**config.mk**
```make
export PLATFORM = sky130hd
export DESIGN_NAME = sram_mem_responder
export DESIGN_NICKNAME = d
export VERILOG_FILES = /design/src/rtl/sram_mem_responder.sv
export SDC_FILE = /design/constraint.sdc
export NUM_CORES = 1
export LEC_CHECK = 0
export ABC_AREA = 1
export BUFFER_PORTS_ARGS = -buffer_cell sky130_fd_sc_hd__buf_2
export CELL_PAD_IN_SITES_DETAIL_PLACEMENT = 0
export CELL_PAD_IN_SITES_GLOBAL_PLACEMENT = 1
export CORE_UTILIZATION = 34
export CTS_BUF_LIST = sky130_fd_sc_hd__clkbuf_8
export DETAILED_ROUTE_END_ITERATION = 8
export GPL_TIMING_DRIVEN = 0
export PLACE_DENSITY = 0.9
export SYNTH_ARGS = -nofsm -noshare
export SYNTH_HDL_FRONTEND = slang
export SYNTH_SLANG_ARGS = --single-unit
export TNS_END_PERCENT = 30
```
**constraint.sdc**
```tcl
create_clock -name clk -period 2.3 [get_ports clk]
set_input_delay 0.69 -clock clk [delete_from_list [all_inputs] [get_ports clk]]
set_output_delay 0.69 -clock clk [all_outputs]
set_load 0.1 [all_outputs]
```
**src/rtl/sram_mem_responder.sv**
```systemverilog
// ---------------------------------------------------------------------------
// sram_mem_responder
//
// Responder for the MEM-stage data-memory interface. A 32-bit word access
// from the pipeline is served as two half-word accesses on an external
// 16-bit SRAM (low half first, then high half). While an access is in flight
// `ready` is low and the pipeline holds all of its registers.
//
// Parameters
//   ADDR_BASE    byte address that maps to SRAM word 0
//   SRAM_ADDR_W  SRAM half-word address width
//   PHASE_CYCLES cycles spent on each half-word access (>= 2)
//
// Ports
//   clk          rising-edge clock
//   rst          synchronous reset, active-high
//   rd_en        MEM-stage read request
//   wr_en        MEM-stage write request (wins when both are set)
//   address      byte address (ALU result)
//   write_data   store data (Rm value)
//   read_data    load data to the MEM/WB register
//   ready        0 = access in flight, pipeline must freeze
//   sram_addr    SRAM half-word address
//   sram_dq_out  SRAM write data
//   sram_dq_oe   1 = drive sram_dq_out onto the SRAM data bus
//   sram_dq_in   SRAM read data
//   sram_we_n    SRAM write strobe, active-low
// ---------------------------------------------------------------------------
module sram_mem_responder #(
  parameter logic [31:0] ADDR_BASE    = 32'd1024,
  parameter int          SRAM_ADDR_W  = 18,
  parameter int          PHASE_CYCLES = 3
) (
  input  logic                   clk,
  input  logic                   rst,
  input  logic                   rd_en,
  input  logic                   wr_en,
  input  logic [31:0]            address,
  input  logic [31:0]            write_data,
  output logic [31:0]            read_data,
  output logic                   ready,
  output logic [SRAM_ADDR_W-1:0] sram_addr,
  output logic [15:0]            sram_dq_out,
  output logic                   sram_dq_oe,
  input  logic [15:0]            sram_dq_in,
  output logic                   sram_we_n
);

  // Phase counter runs 1..PHASE_CYCLES, so it needs room for PHASE_CYCLES.
  localparam int              PW       = $clog2(PHASE_CYCLES + 1);
  localparam logic [PW-1:0]   PH_FIRST = PW'(1);
  localparam logic [PW-1:0]   PH_LAST  = PW'(PHASE_CYCLES);

  typedef enum logic [1:0] {
    S_IDLE,
    S_LO,
    S_HI,
    S_DONE
  } state_t;

  state_t                 r_state;
  state_t                 w_state_next;
  logic [PW-1:0]          r_phase;
  logic [PW-1:0]          w_phase_next;

  logic [31:0]            r_addr;
  logic [31:0]            r_wdata;
  logic [31:0]            r_rdata;
  logic                   r_is_wr;

  logic                   w_req;
  logic                   w_last_phase;
  logic [31:0]            w_offset;
  logic [SRAM_ADDR_W-2:0] w_half_base;
  logic                   w_unused_offset_bits;

  assign w_req        = rd_en | wr_en;
  assign w_last_phase = (r_phase == PH_LAST);

  // Byte offset from the window base; wraps modulo 2^32 when the address
  // lies below ADDR_BASE, which is intentionally not flagged.
  assign w_offset    = r_addr - ADDR_BASE;
  // Word index is offset >> 2; each word occupies two half-word slots.
  assign w_half_base = w_offset[SRAM_ADDR_W:2];
  // Byte-lane bits and index bits beyond the SRAM size play no part.
  assign w_unused_offset_bits = ^{w_offset[31:SRAM_ADDR_W+1], w_offset[1:0]};

  assign read_data = r_rdata;

  // -------------------------------------------------------------------------
  // FSM state register
  // -------------------------------------------------------------------------
  // NOTE: clocked state uses non-blocking assignments so every register
  // samples the pre-edge values, independent of statement order.
  always_ff @(posedge clk) begin
    if (rst) begin
      r_state <= S_IDLE;
      r_phase <= PH_FIRST;
    end else begin
      r_state <= w_state_next;
      r_phase <= w_phase_next;
    end
  end

  // -------------------------------------------------------------------------
  // FSM next-state and SRAM-side outputs
  // -------------------------------------------------------------------------
  // NOTE: every output of this block gets a default first; a path that
  // leaves one unassigned would otherwise infer a latch.
  always_comb begin
    w_state_next = r_state;
    w_phase_next = r_phase;
    ready        = 1'b0;
    sram_addr    = '0;
    sram_dq_out  = '0;
    sram_dq_oe   = 1'b0;
    sram_we_n    = 1'b1;

    unique case (r_state)
      S_IDLE: begin
        // ready drops in the same cycle a request shows up.
        ready        = ~w_req;
        w_phase_next = PH_FIRST;
        if (w_req) begin
          w_state_next = S_LO;
        end
      end

      S_LO: begin
        sram_addr   = {w_half_base, 1'b0};
        sram_dq_oe  = r_is_wr;
        sram_dq_out = r_is_wr ? r_wdata[15:0] : 16'h0000;
        // Strobe low for all but the last phase cycle, which holds data
        // on the bus after the rising edge of we_n.
        sram_we_n   = ~(r_is_wr & ~w_last_phase);
        if (w_last_phase) begin
          w_state_next = S_HI;
          w_phase_next = PH_FIRST;
        end else begin
          w_phase_next = r_phase + PW'(1);
        end
      end

      S_HI: begin
        sram_addr   = {w_half_base, 1'b1};
        sram_dq_oe  = r_is_wr;
        sram_dq_out = r_is_wr ? r_wdata[31:16] : 16'h0000;
        sram_we_n   = ~(r_is_wr & ~w_last_phase);
        if (w_last_phase) begin
          w_state_next = S_DONE;
          w_phase_next = PH_FIRST;
        end else begin
          w_phase_next = r_phase + PW'(1);
        end
      end

      S_DONE: begin
        // One release cycle; any request arriving now is taken up by IDLE.
        ready        = 1'b1;
        w_state_next = S_IDLE;
      end

      default: begin
        w_state_next = S_IDLE;
      end
    endcase
  end

  // -------------------------------------------------------------------------
  // Request capture and load-data assembly
  // -------------------------------------------------------------------------
  always_ff @(posedge clk) begin
    if (rst) begin
      r_addr  <= '0;
      r_wdata <= '0;
      r_is_wr <= 1'b0;
      r_rdata <= '0;
    end else begin
      // Inputs are only looked at in IDLE; later changes are ignored.
      if (r_state == S_IDLE && w_req) begin
        r_addr  <= address;
        r_wdata <= write_data;
        r_is_wr <= wr_en;
      end

      // Sample the SRAM on the last phase cycle, after the address has
      // been stable for the whole phase. Writes leave read_data alone.
      if (!r_is_wr && w_last_phase) begin
        if (r_state == S_LO) begin
          r_rdata[15:0] <= sram_dq_in;
        end else if (r_state == S_HI) begin
          r_rdata[31:16] <= sram_dq_in;
        end
      end
    end
  end

endmodule

```
==> impl_metrics.py <==
metrics = {
    "synthesis": {
        "synth.distinct_cells": 25,
        "syn_inst": 507,
        "yosysTopAreaCellShare_pct": 46.7,
        "synth_seq_area_share_pct": 46.7,
        "yosysTopAreaCell": "dfxtp_1",
        "yosys_warnings": 0,
        "avgSynthCellArea_um2": 7.28,
        "netlist_area_um2": 3690,
        "synth.net_count": 600,
        "ys_top_cells_by_area": "dfxtp_1 (47%), nor2_1 (13%), a21oi_1 (7.7%)",
        "ys_ff_latch": 86,
    },
    "clock_network": {
        "cts_tree": "built",
        "cts_max_path_buffers": 2,
        "cts_hold_buf": 0,
        "cts_root_buf": "clkbuf_8",
        "cts_sinks": 86,
        "clk_pin_slew_ps": 90,
        "insertion_delay_ps": 360,
        "numCtsBuffers": 9,
        "htree_levels": 3,
    },
    "power_and_ir_drop": {
        "combPwrFrac_pct": 58.7,
        "power_density_nw_per_um2": 1250,
        "power.switching_mw": 3.69,
        "power_frac_seq_pct": 28.1,
        "power.leakage_nw": 2.45,
        "p_int_mw": 3.78,
        "switching_share_pct": 49.4,
        "ir_worst_vdd_v": 0.000519,
        "power_frac_clock_pct": 13.1,
    },
    "finish": {
        "layout_commonest_cell": "nor2_1",
        "num-nets-final": 759,
        "final_area_um2": 5970,
        "n_antenna_cell": 0,
        "final_cell_mix": "nor2_1 (110), buf_2 (108), dfxtp_1 (83), nand2_1 (51), o21ai_1 (41)",
        "syn2layout_area_growth_pct": 61.9,
        "drive_gt1_share_pct": 39.3,
    },
    "drt": {
        "first_pass_iters": 5,
        "detail_route.iter0.violations": 164,
        "post_drt_wl_per_cell_um": 13.9,
        "postRouteAntennaNets": 0,
        "via_per_inst": 4.79,
        "routed_wl_mm": 11.2,
        "post-route-drc-count": 0,
        "via_count": 3869,
    },
    "critical_path": {
        "r2r_start": "r_state[0]$_SDFFE_PP0P_",
        "worstPathRequired_ps": 1610,
        "cp_max_fo": 5,
        "start_kind": "register",
        "end_kind": "output pin",
        "criticalPathCategory": "register to output pin",
        "worst_r2r_path_depth": 8,
        "r2r_slack_ps": 730,
        "timing.rr.end": "read_data[28]$_SDFFE_PP0P_",
        "arrival_ps": 1790,
    },
    "min_path": {
        "hp-class": "register to register",
        "holdPathEnd": "read_data[14]$_SDFFE_PP0P_",
        "hp-start": "read_data[14]$_SDFFE_PP0P_",
        "hold_depth": 2,
    },
    "sta": {
        "maxSlewHeadroom_pct": 66.9,
        "setup-tns-final_ps": -4580,
        "setup_viol": 35,
        "final_max_slew_viol_count": 0,
        "final-hold-violation-count": 0,
        "period_needed_ps": 2480,
        "fmax_mhz": 403,
        "clock_skew_ps": 8.67,
        "period_share_pct": 108,
        "rsz0062_at_grt": "yes",
        "setup_ws_ps": -180,
        "timing.hold.ws_ps": 463,
        "worst_pin_slew_ps": 500,
    },
    "flow_run": {
        "drv_cap": 0,
    },
    "placed_design": {
        "placed_area_um2": 4990,
        "dp_slack_ps": -207,
        "io_buffers": 136,
        "hpwl_mm": 7.99,
        "gp_congestion": 0.797,
    },
    "die": {
        "coreArea_um2": 10400,
        "rows": 37,
        "die_w_um": 106,
        "dieArea_um2": 11300,
        "die_h_um": 106,
        "initial_core_util_pct": 35.4,
        "pin_count": 153,
    },
    "global_routing": {
        "grt_pass1_wl_mm": 18.1,
        "grt_overflow_total": 0,
        "grt_usage_pct": 20.6,
        "grt_max_degree": 15,
        "antenna_found_initial": 0,
        "grt_pass1_vias": 3849,
    },
    "status": {
        "status": "finished with violations",
        "violations": "setup timing",
    },
}
[power groups by stage]
stage          Clock (mW)  Combinational (mW)  Sequential, mW
2_1_floorplan           0                2.65            2.38
3_3_place_gp            0                3.48            2.11
3_5_place_dp            0                3.54            2.12
4_1_cts              1.00                4.26            2.09
5_1_grt              1.08                4.70            2.14
6_report            0.979                4.38            2.10
[how the worst max path moves through the flow]
stage,start,slack (ps),end
after floorplan,r_state[0]$_SDFFE_PP0P_,-130,sram_dq_out[0]
final,r_state[1]$_SDFFE_PP0P_,-180,sram_addr[1]
after global routing,r_state[1]$_SDFFE_PP0P_,-250,sram_addr[13]
after global placement,r_state[1]$_SDFFE_PP0P_,-170,sram_dq_out[13]
after CTS,r_state[1]$_SDFFE_PP0P_,-200,sram_addr[12]
after detailed placement,r_state[1]$_SDFFE_PP0P_,-210,sram_dq_out[13]
[per-layer routing]
metal  wire, µm  GRT usage [%]  share of wire [%]  up-vias
met5          0              0                  0        -
met4        204           8.33                1.8        0
met3        669           4.54                6.0       18
met2       5540           35.2                 49      116
met1       4790           25.0                 43     1768
li1           -              -                  -     1967
[cell usage after synthesis, drive strengths merged]
master	instances
nand2	68
ha	9
a211o	1
a211oi	1
buf	23
o21ai	72
nor2	127
clkbuf	8
inv	31
a21oi	57
dfxtp	86
nand3	23
or2	1
[repair_timing]
item,CTS,global route
endpoints found under the hold margin,0,0
gates resized for setup,169,17
gates cloned,2,0
pin swaps,5,6
setup buffers,10,2
setup endpoints to repair,36,36
[kinds of logic (layout without fill, tap and decap cells)]
group | after synthesis | after routing | share of synthesized area (%)
AOI/OAI and AO/OA | 131 | 131 | 18.0
adders and majority gates | 9 | 9 | 3.05
buffers and inverters | 62 | 226 | 8.11
DFF | 86 | 86 | 46.7
and+or+nand+nor | 219 | 219 | 24.1
[stage by stage]
| step | instances | power (mW) | util (%) |
|---|---|---|---|
| floorplan | 507 | 5.03 | - |
| global placement | 779 | 5.59 | 47.9 |
| detailed placement | 779 | 5.66 | 47.9 |
| CTS | 807 | 7.35 | 56.8 |
| global route | 807 | 7.92 | 57.3 |
| finish | 807 | 7.46 | 57.3 |
[sequential cells by signal, summed over array words and instances (netlist names)]
name       flops
read_data     32
r_addr        17
r_phase        2
r_state        2
r_wdata       32
r_is_wr        1
[worst max-delay path: stages (launching register included)]
cell,delay [ps]
dfxtp_4,400
inv_4,60
ha_4,320
o21ai_4,80
buf_6,130
buf_12,140
nor2_4,120
buf_12,180
[area by class of cell]
type	instances	area [µm²]
multi-input combinational	359	2150
clock inverter	6	37.5
inverter	31	143
clock buffer	10	138
buffer	29	219
timing repair buffer	150	1390
fill	929	4440
tap	136	170
sequential	86	1730
No activity file was read; power rests on OpenSTA's default activity.
